<file path="src/rtl/sigmoid_sched_pkg.sv">
// Shared types and constants for the sigmoid scheduler: FSM states, Q4.12
// constants, result payload and the sigmoid knot table.
package sigmoid_sched_pkg;

  localparam int unsigned DATA_W = 16;
  localparam int unsigned LUT_W  = 12;
  localparam int unsigned FRAC_W = 11;

  localparam logic [DATA_W-1:0] SAT_HI = 16'h7000;
  localparam logic [DATA_W-1:0] SAT_LO = 16'h9000;
  localparam logic [DATA_W-1:0] ONE_Q  = 16'h1000;
  localparam logic [DATA_W-1:0] HALF_Q = 16'h0800;

  typedef enum logic [1:0] {
    ST_IDLE = 2'd0,
    ST_EVAL = 2'd1,
    ST_RESP = 2'd2
  } state_e;

  typedef struct packed {
    logic [DATA_W-1:0] y;
    logic              sat;
  } sig_res_t;

  // sigmoid(seg * 0.5) in Q.12, rounded; index 15 only feeds interpolation up to 7.0
  function automatic logic [LUT_W-1:0] sig_knot(input logic [3:0] seg);
    logic [LUT_W-1:0] v;
    case (seg)
      4'd0:    v = LUT_W'(HALF_Q);
      4'd1:    v = 12'd2550;
      4'd2:    v = 12'd2994;
      4'd3:    v = 12'd3349;
      4'd4:    v = 12'd3608;
      4'd5:    v = 12'd3785;
      4'd6:    v = 12'd3902;
      4'd7:    v = 12'd3976;
      4'd8:    v = 12'd4022;
      4'd9:    v = 12'd4051;
      4'd10:   v = 12'd4069;
      4'd11:   v = 12'd4079;
      4'd12:   v = 12'd4086;
      4'd13:   v = 12'd4090;
      4'd14:   v = 12'd4092;
      default: v = 12'd4094;
    endcase
    return v;
  endfunction

endpackage

</file>
<file path="src/rtl/sigmoid_sched_if.sv">
// Requester/result bus of the sigmoid scheduler.
interface sigmoid_sched_if #(
  parameter int unsigned N_REQ = 4,
  parameter int unsigned ID_W  = $clog2(N_REQ)
);
  import sigmoid_sched_pkg::*;

  logic [N_REQ-1:0]             req_valid;
  logic [N_REQ-1:0][DATA_W-1:0] req_x;
  logic [N_REQ-1:0]             req_ready;
  logic                         out_valid;
  logic                         out_ready;
  logic [DATA_W-1:0]            out_y;
  logic [ID_W-1:0]              out_id;
  logic                         out_sat;

  modport master (
    output req_valid, req_x, out_ready,
    input  req_ready, out_valid, out_y, out_id, out_sat
  );

  modport slave (
    input  req_valid, req_x, out_ready,
    output req_ready, out_valid, out_y, out_id, out_sat
  );

endinterface

</file>
<file path="src/rtl/rr_pick.sv">
// Round-robin selector: first set request at or after the pointer, wrapping.
module rr_pick #(
  parameter int unsigned N_REQ = 4,
  parameter int unsigned ID_W  = $clog2(N_REQ)
) (
  input  logic [N_REQ-1:0] i_req,
  input  logic [ID_W-1:0]  i_ptr,
  output logic [N_REQ-1:0] o_grant_c,
  output logic [ID_W-1:0]  o_idx_c
);

  logic        w_found;
  int unsigned w_cand;

  always_comb begin
    o_grant_c = '0;
    o_idx_c   = '0;
    w_found   = 1'b0;
    w_cand    = 0;
    for (int unsigned k = 0; k < N_REQ; k++) begin
      w_cand = (32'(i_ptr) + k) % N_REQ;
      if (!w_found && i_req[w_cand]) begin
        w_found           = 1'b1;
        o_grant_c[w_cand] = 1'b1;
        o_idx_c           = ID_W'(w_cand);
      end
    end
  end

endmodule

</file>
<file path="src/rtl/sigmoid_unit.sv">
// Combinational Q4.12 sigmoid: half-step knot table with linear interpolation,
// odd symmetry for negative operands, clamp outside [-7.0, +7.0].
module sigmoid_unit
  import sigmoid_sched_pkg::*;
(
  input  logic [DATA_W-1:0] i_x,
  output sig_res_t          o_res_c
);

  logic                          w_neg;
  logic                          w_sat;
  logic [DATA_W-2:0]             w_ax;
  logic [3:0]                    w_seg;
  logic [FRAC_W-1:0]             w_frac;
  logic [LUT_W-1:0]              w_lo;
  logic [LUT_W-1:0]              w_hi;
  logic [LUT_W-1:0]              w_diff;
  logic [LUT_W+FRAC_W-1:0]       w_prod;
  logic [LUT_W-1:0]              w_interp;
  logic [LUT_W-1:0]              w_pos;

  assign w_neg = i_x[DATA_W-1];
  assign w_sat = ($signed(i_x) > $signed(SAT_HI)) || ($signed(i_x) < $signed(SAT_LO));

  // Magnitude; the only overflow case (0x8000) is already saturated.
  assign w_ax   = w_neg ? (DATA_W-1)'(-i_x) : i_x[DATA_W-2:0];
  assign w_seg  = w_ax[DATA_W-2:FRAC_W];
  assign w_frac = w_ax[FRAC_W-1:0];

  assign w_lo     = sig_knot(w_seg);
  assign w_hi     = sig_knot(4'(w_seg + 4'd1));
  assign w_diff   = w_hi - w_lo;
  assign w_prod   = (LUT_W+FRAC_W)'(w_diff) * (LUT_W+FRAC_W)'(w_frac);
  assign w_interp = LUT_W'(w_prod >> FRAC_W);
  assign w_pos    = w_lo + w_interp;

  always_comb begin
    o_res_c.sat = w_sat;
    if (w_sat) begin
      o_res_c.y = w_neg ? '0 : ONE_Q;
    end else if (w_neg) begin
      o_res_c.y = ONE_Q - DATA_W'(w_pos);
    end else begin
      o_res_c.y = DATA_W'(w_pos);
    end
  end

endmodule

</file>
<file path="src/rtl/sigmoid_sched.sv">
// Shares one sigmoid unit among N_REQ requesters: round-robin grant, operand
// capture, one-cycle evaluation, then a held result until downstream accepts.
module sigmoid_sched
  import sigmoid_sched_pkg::*;
#(
  parameter int unsigned N_REQ = 4,
  parameter int unsigned ID_W  = $clog2(N_REQ)
) (
  input  logic              clk,
  input  logic              rst_n,
  sigmoid_sched_if.slave    bus,
  output logic [DATA_W-1:0] done_cnt
);

  state_e            r_state;
  logic [ID_W-1:0]   r_ptr;
  logic [DATA_W-1:0] r_x;
  logic [ID_W-1:0]   r_id;
  logic              r_out_valid;
  logic [DATA_W-1:0] r_out_y;
  logic [ID_W-1:0]   r_out_id;
  logic              r_out_sat;
  logic [DATA_W-1:0] r_done_cnt;

  logic [N_REQ-1:0]  w_grant;
  logic [ID_W-1:0]   w_idx;
  logic [ID_W-1:0]   w_ptr_nxt;
  logic              w_any;
  logic              w_accept;
  logic              w_hs;
  sig_res_t          w_res;

  rr_pick #(
    .N_REQ (N_REQ),
    .ID_W  (ID_W)
  ) u_pick (
    .i_req     (bus.req_valid),
    .i_ptr     (r_ptr),
    .o_grant_c (w_grant),
    .o_idx_c   (w_idx)
  );

  // Datapath sees only the captured operand.
  sigmoid_unit u_sig (
    .i_x     (r_x),
    .o_res_c (w_res)
  );

  assign w_any     = |bus.req_valid;
  assign w_hs      = r_out_valid & bus.out_ready;
  assign w_accept  = rst_n && w_any &&
                     ((r_state == ST_IDLE) || ((r_state == ST_RESP) && bus.out_ready));
  assign w_ptr_nxt = ID_W'((32'(w_idx) + 32'd1) % N_REQ);

  // Grant is same-cycle so the requester sees its accept while it presents x.
  assign bus.req_ready = w_accept ? w_grant : '0;
  assign bus.out_valid = r_out_valid;
  assign bus.out_y     = r_out_y;
  assign bus.out_id    = r_out_id;
  assign bus.out_sat   = r_out_sat;
  assign done_cnt      = r_done_cnt;

  always_ff @(posedge clk) begin
    if (!rst_n) begin
      r_state     <= ST_IDLE;
      r_ptr       <= '0;
      r_x         <= '0;
      r_id        <= '0;
      r_out_valid <= 1'b0;
      r_out_y     <= '0;
      r_out_id    <= '0;
      r_out_sat   <= 1'b0;
      r_done_cnt  <= '0;
    end else begin
      if (w_accept) begin
        r_x   <= bus.req_x[w_idx];
        r_id  <= w_idx;
        r_ptr <= w_ptr_nxt;
      end
      if (w_hs) begin
        r_done_cnt <= r_done_cnt + 1'b1;
      end
      case (r_state)
        ST_IDLE: begin
          if (w_any) r_state <= ST_EVAL;
        end
        ST_EVAL: begin
          r_out_y     <= w_res.y;
          r_out_sat   <= w_res.sat;
          r_out_id    <= r_id;
          r_out_valid <= 1'b1;
          r_state     <= ST_RESP;
        end
        ST_RESP: begin
          if (bus.out_ready) begin
            r_out_valid <= 1'b0;
            r_state     <= w_any ? ST_EVAL : ST_IDLE;
          end
        end
        default: r_state <= ST_IDLE;
      endcase
    end
  end

endmodule
</file>
<file path="src/flat_wrapper.sv">
// flat-port wrapper written by rule: the top's interface ports become plain ports
module sigmoid_sched_flat import sigmoid_sched_pkg::*;
#(
  parameter int unsigned N_REQ = 4,
  parameter int unsigned ID_W  = $clog2(N_REQ)
)
  (clk, rst_n, done_cnt, bus_req_valid, bus_req_x, bus_out_ready, bus_req_ready, bus_out_valid, bus_out_y, bus_out_id, bus_out_sat);
  sigmoid_sched_if #(.N_REQ(N_REQ), .ID_W(ID_W)) bus_i ();
  input  logic clk;
  input  logic rst_n;
  output logic [DATA_W-1:0] done_cnt;
  input wire logic [$bits(bus_i.req_valid)-1:0] bus_req_valid;
  input wire logic [$bits(bus_i.req_x)-1:0] bus_req_x;
  input wire logic [$bits(bus_i.out_ready)-1:0] bus_out_ready;
  output wire logic [$bits(bus_i.req_ready)-1:0] bus_req_ready;
  output wire logic [$bits(bus_i.out_valid)-1:0] bus_out_valid;
  output wire logic [$bits(bus_i.out_y)-1:0] bus_out_y;
  output wire logic [$bits(bus_i.out_id)-1:0] bus_out_id;
  output wire logic [$bits(bus_i.out_sat)-1:0] bus_out_sat;
  assign bus_i.req_valid = bus_req_valid;
  assign bus_i.req_x = bus_req_x;
  assign bus_i.out_ready = bus_out_ready;
  assign bus_req_ready = bus_i.req_ready;
  assign bus_out_valid = bus_i.out_valid;
  assign bus_out_y = bus_i.out_y;
  assign bus_out_id = bus_i.out_id;
  assign bus_out_sat = bus_i.out_sat;
  sigmoid_sched #(.N_REQ(N_REQ), .ID_W(ID_W)) u_core (.clk(clk), .rst_n(rst_n), .bus(bus_i), .done_cnt(done_cnt));
endmodule
</file>
<file path="config.mk">
export PLATFORM = sky130hd
export DESIGN_NAME = sigmoid_sched_flat
export DESIGN_NICKNAME = d
export VERILOG_FILES = /design/src/rtl/sigmoid_sched_pkg.sv /design/src/rtl/sigmoid_sched_if.sv /design/src/rtl/rr_pick.sv /design/src/rtl/sigmoid_unit.sv /design/src/rtl/sigmoid_sched.sv /design/src/flat_wrapper.sv
export SDC_FILE = /design/constraint.sdc
export NUM_CORES = 1
export LEC_CHECK = 0
export BUFFER_PORTS_ARGS = -buffer_cell sky130_fd_sc_hd__buf_2
export CAP_MARGIN = 20
export CORE_ASPECT_RATIO = 1.25
export CORE_UTILIZATION = 40
export CTS_CLUSTER_DIAMETER = 200
export DETAILED_ROUTE_END_ITERATION = 16
export PLACE_DENSITY = 0.72
export SYNTH_ARGS = -nofsm -noshare
export SYNTH_HDL_FRONTEND = slang
export SYNTH_SLANG_ARGS = --single-unit
</file>
<file path="constraint.sdc">
create_clock -name clk -period 11.85 [get_ports clk]
set_input_delay 1.185 -clock clk [delete_from_list [all_inputs] [get_ports clk]]
set_output_delay 1.185 -clock clk [all_outputs]
set_load 0.1 [all_outputs]
</file>
==> impl_metrics.tcl, run 1 <==
set metrics [dict create \
    clockBufferDepth 2 \
    crit_path_top_delay_cell "fa_1" \
    slew_headroom_pct 43.7 \
    regArea_um2 1100 \
    grt_usage_pct 20.7 \
    critical_path.max_stage_delay_ns 0.55 \
    skew_ns 0.00796 \
    grt_pass1_wl_mm 40.4 \
    multiInputGateArea_um2 7540 \
    crit_path_start_kind "flip-flop" \
    endpoint_kind "flip-flop" \
    area_growth_pct 13.3 \
    die_h_um 173 \
    row_count 62 \
    num-nets-final 1496 \
    synth-main-ff-cell "dfxtp_1" \
    drv_slew 0 \
    avgViaCountPerCell 5.42 \
    die_area_um2 24000 \
    numCtsBuffers 5 \
    num_vias 8264 \
    fin_crit_sh_pct 93.8 \
    yosysUniqueCellTypes 77 \
    setup_slack_ns 0.731 \
    synth.avg_cell_area_um2 8.30 \
    cts-root-buf "clkbuf_16" \
    maxCapViolations 0 \
    syn-cell-area_um2 9340 \
    synth_edf_count 0 \
    period_needed_ns 11.12 \
    wl_mm 24.3 \
    gp_congestion 1.04 \
    synth_top_cell_by_area "fa_1" \
    core_area_um2 23000 \
    gr-total-overflow 0 \
    start_util_pct 40.7 \
    dpl.hpwl_mm 20.4 \
    setup_viol 0 \
    wl_per_cell_um 15.9 \
    cp.required_ns 12.04 \
    async_reset_ff_share_pct 0 \
    cpMostUsedCell "ha_1" \
    grt_max_degree 57 \
    holdWs_ns 0.463 \
    synth_seq_cells 55 \
    worstHoldPathType "flip-flop to flip-flop" \
    critical_path_class "flip-flop to flip-flop" \
    fin_cells 1524 \
    hold_buffers 0 \
    ys_seq_area_share_pct 11.8 \
    status "complete, no violations" \
    postRouteAntennaNets 0 \
    worst_ep_arrival_time_ns 11.31 \
    clk_latency_ns 0.30 \
    clock_sinks 55 \
    drcViolationCount 0 \
    tritoncts "yes" \
    hold_violations 0 \
    pin_count 111 \
    fillCellCount 2285 \
    crit_path_max_fanout 9 \
    synth_area_leaders "fa_1 (19%), ha_1 (13%), dfxtp_1 (12%)" \
    synth_top_cell_area_share_pct 19.3 \
    portBuffers 107 \
    n_antenna_cell 0 \
    die_x_um 139 \
    firstDrtPassIters 5 \
    placed_cells 1512 \
    synthCells 1125 \
    drtIter0Drc 465 \
    ys_warn_count 0 \
    pre_cts_ws_ns 0.420 \
    fmax_mhz 89.9 \
    first_global_vias 8354 \
    path_clk_slew_ns 0.07 \
    synthMostInstantiatedCell "inv_1" \
    layout-drive-gt1-share_pct 17.2 \
    h-tree-depth 2 \
    tightest_slew_ns 0.839 \
    synth_common_cells "inv_1 (143), nand2_1 (118), ha_1 (100)" \
    antenna_found_initial 0 \
]
## cell families (layout without fill, tap and decap cells)
kind of cell / after synthesis / after routing / synth area share, %
flip-flops: 55 / 55 / 11.8
multiplexers: 22 / 22 / 4.66
AO/OA/AOI/OAI: 208 / 208 / 15.9
buffers and inverters: 197 / 306 / 8.17
AND/OR/NAND/NOR: 395 / 395 / 21.1
XOR/XNOR: 57 / 57 / 5.71
other: 1 / 3 / 0.0401
adder cells (fa/ha/maj): 190 / 190 / 32.7
## critical path: cells and delay by family, from the launching register on
family | cells | cell delay, ns
fa+ha+maj | 11 | 4.30
xor+xnor | 2 | 0.45
compound gates | 15 | 3.07
simple gates | 14 | 2.43
flops | 1 | 0.40
buf+inv | 6 | 0.34
## placed cells by master, fill, tap and decap left out, types with 5 or more instances in the layout
cell	Yosys	routed
inv_1	143	143
nand2_1	118	118
buf_2	4	107
ha_1	100	100
nor2_1	92	92
fa_1	90	90
dfxtp_1	55	55
buf_4	3	44
o21ai_0	40	40
a21oi_1	38	36
nor3_1	35	34
xnor2_1	31	31
a21boi_0	31	29
nor2b_1	24	24
xor2_1	23	23
nand2b_1	23	23
and2_1	20	20
nand3_1	18	18
mux4_2	17	17
or3_1	13	13
o21a_1	13	13
a21o_1	10	10
a31oi_1	9	9
a22oi_1	9	9
o211ai_1	8	8
and3_1	7	7
or2_2	6	6
o31ai_1	8	6
nor3b_1	6	6
nand4_1	5	5
a211oi_1	5	5
clkbuf_16	0	5
## through the flow
| step | util (%) | instance area [um2] | TNS, ns |
|---|---|---|---|
| after floorplan | - | 9350 | 0 |
| after global placement | 45.0 | 10300 | 0 |
| after detailed placement | 45.0 | 10300 | 0 |
| after CTS | 45.8 | 10500 | 0 |
| after global routing | 46.1 | 10600 | -0.0205 |
| final | 46.1 | 10600 | 0 |
## state kept, by name (all words and copies together), names as in the netlist
signal,cells
u_core.bus.out_id,2
u_core.bus.out_sat,1
u_core.bus.out_valid,1
u_core.bus.out_y,13
u_core.done_cnt,16
u_core.r_id,2
u_core.r_ptr,2
u_core.r_state,2
u_core.r_x,16
## layout make-up
cell class / instances / area share (%)
Timing Repair Buffer: 151 / 8.18
Clock inverter: 2 / 0.366
Multi-Input combinational cell: 875 / 71.2
Sequential cell: 55 / 10.4
Inverter: 147 / 5.21
Clock buffer: 6 / 1.22
Tap cell: 288 / 3.40
## metal layers
| metal | global-route usage, % | wire length (um) |
|---|---|---|
| met1 | 23.3 | 9430 |
| met5 | 0 | 0 |
| met3 | 2.44 | 1240 |
| met2 | 38.9 | 12600 |
| met4 | 9.40 | 1030 |
## final timing paths
path                                              to                 start  depth (start not counted)  slack [ns]
worst max-delay path            u_core.bus.out_y[10]         u_core.r_x[0]                         48        0.73
worst min-delay path            u_core.bus.out_y[10]  u_core.bus.out_y[10]                          2        0.46
worst max register to register  u_core.bus.out_y[10]         u_core.r_x[0]                         48        0.73
worst min register to register  u_core.bus.out_y[10]  u_core.bus.out_y[10]                          2        0.46
## timing repair
| action | 4_1_cts | 5_1_grt |
|---|---|---|
| gates resized for setup | 0 | 10 |
| endpoints found under the setup margin | 0 | 6 |
| buffers inserted | 0 | 2 |
Power of run 1 is not shown: default switching activity piles up to over one toggle a cycle in this logic, so the estimate is an artifact.
==> run 2: changes to the inputs <==
--- a/config.mk
+++ b/config.mk
@@ -11,7 +11,7 @@
 export CORE_UTILIZATION = 40
 export CTS_CLUSTER_DIAMETER = 200
 export DETAILED_ROUTE_END_ITERATION = 16
-export PLACE_DENSITY = 0.72
+export PLACE_DENSITY_LB_ADDON = 0.25
 export SYNTH_ARGS = -nofsm -noshare
 export SYNTH_HDL_FRONTEND = slang
 export SYNTH_SLANG_ARGS = --single-unit
==> run 2 against run 1 <==
Register-to-register slack improved by 0.03 ns. Fmax increased by 0.23%. Hold slack got worse by 0.00072 ns. Die area unchanged. Flip-flop and latch count is the same. Count of clock-buffer cells in the layout down 1.
==> impl_metrics.tcl, run 2 (synthesis results as in run 1) <==
set metrics [dict create \
    setup_tns_ns 0 \
    ctsResizeCount 0 \
    fmax_mhz 90.1 \
    n_antenna_cell 0 \
    holdWs_ns 0.462 \
    cts_setup_buffers 0 \
    firstDrtPassIters 6 \
    path_clk_slew_ns 0.08 \
    clk_latency_ns 0.30 \
    hold_buffers 0 \
    placed_cells 1513 \
    die_x_um 139 \
    drtIter0Drc 333 \
    antenna_found_initial 0 \
    critical_path_class "flip-flop to flip-flop" \
    area_growth_pct 12.7 \
    design_area_um2 10500 \
    portBuffers 107 \
    wl_per_cell_um 16.3 \
    period_needed_ns 11.09 \
    grt_usage_pct 21.1 \
    fin_cells 1521 \
    start_util_pct 40.7 \
    gr-total-overflow 0 \
    gp_congestion 0.963 \
    skew_ns 0.00972 \
    numCtsBuffers 5 \
    slew_headroom_pct 28.5 \
    tritoncts "yes" \
    maxCapViolations 0 \
    hold_violations 0 \
    num-nets-final 1493 \
    crit_path_start_kind "flip-flop" \
    place_area_um2 10400 \
    first_global_vias 8370 \
    worstHoldPathType "flip-flop to flip-flop" \
    core_area_um2 23000 \
    crit_path_max_fanout 11 \
    wl_mm 24.8 \
    cts-root-buf "clkbuf_16" \
    h-tree-depth 2 \
    pin_count 111 \
    grt_pass1_wl_mm 40.9 \
    final_cell_mix "inv_1 (143), nand2_1 (118), buf_2 (107)" \
    worst_ep_arrival_time_ns 11.28 \
    crit_path_top_delay_cell "fa_1" \
    num_vias 8199 \
    layout-drive-gt1-share_pct 16.8 \
    fin_crit_sh_pct 93.6 \
    drcViolationCount 0 \
    endpoint_kind "flip-flop" \
    die_h_um 173 \
    drv_slew 0 \
    grt_max_degree 57 \
    dpl.hpwl_mm 20.9 \
    clock_sinks 55 \
    avgViaCountPerCell 5.39 \
    postRouteAntennaNets 0 \
    cp.required_ns 12.04 \
    status "complete, no violations" \
    critical_path.max_stage_delay_ns 0.53 \
    row_count 62 \
    clockBufferDepth 2 \
    tightest_slew_ns 1.07 \
    setup_viol 0 \
    die_area_um2 24000 \
    final_common_cell "inv_1" \
    fillCellCount 2309 \
]
==> run 2: stage by stage <==
stage                     util, %  setup WS, ns
after detailed placement     45.1         0.511
final                        45.8         0.757
after floorplan                 -         0.850
after global placement       45.1         0.680
after global routing         45.8        -0.110
after CTS                    45.8         0.483
==> run 2: path summary, 6_finish.rpt <==
| kind | from | slack (ns) | cells after the start | to |
|---|---|---|---|---|
| hold reg to reg | u_core.r_id[0] | 0.46 | 2 | u_core.bus.out_id[0] |
| setup reg to reg | u_core.r_x[1] | 0.76 | 48 | u_core.bus.out_y[10] |
| setup / recovery | u_core.r_x[1] | 0.76 | 48 | u_core.bus.out_y[10] |
| hold / removal | u_core.r_id[0] | 0.46 | 2 | u_core.bus.out_id[0] |
==> run 2: area by class of cell <==
type | count | area, um2 | area share [%]
Clock buffer | 5 | 125 | 1.19
Clock inverter | 3 | 27.5 | 0.262
Inverter | 147 | 552 | 5.24
Multi-Input combinational cell | 875 | 7520 | 71.4
Sequential cell | 55 | 1100 | 10.5
Tap cell | 288 | 360 | 3.42
Timing Repair Buffer | 148 | 843 | 8.01
==> run 2: worst max-delay path, delay by kind of cell (launching register included) <==
| kind | cells | cell delay, ns |
|---|---|---|
| AO/OA/AOI/OAI | 20 | 3.83 |
| XOR/XNOR | 3 | 0.59 |
| adder cells (fa/ha/maj) | 11 | 3.97 |
| buffers and inverters | 7 | 0.36 |
| flip-flops | 1 | 0.35 |
| AND/OR/NAND/NOR | 7 | 1.88 |
==> run 2: routing by layer <==
metal  vias to the layer above  GRT usage [%]  part of all wire [%]
met5                         -              0                     0
met4                         0           7.31                   3.2
met3                        53           1.74                   4.8
met2                       288           40.9                    52
met1                      3867           23.9                    40
li1                       3991              -                     -
Power of run 2 is left out for the same reason.
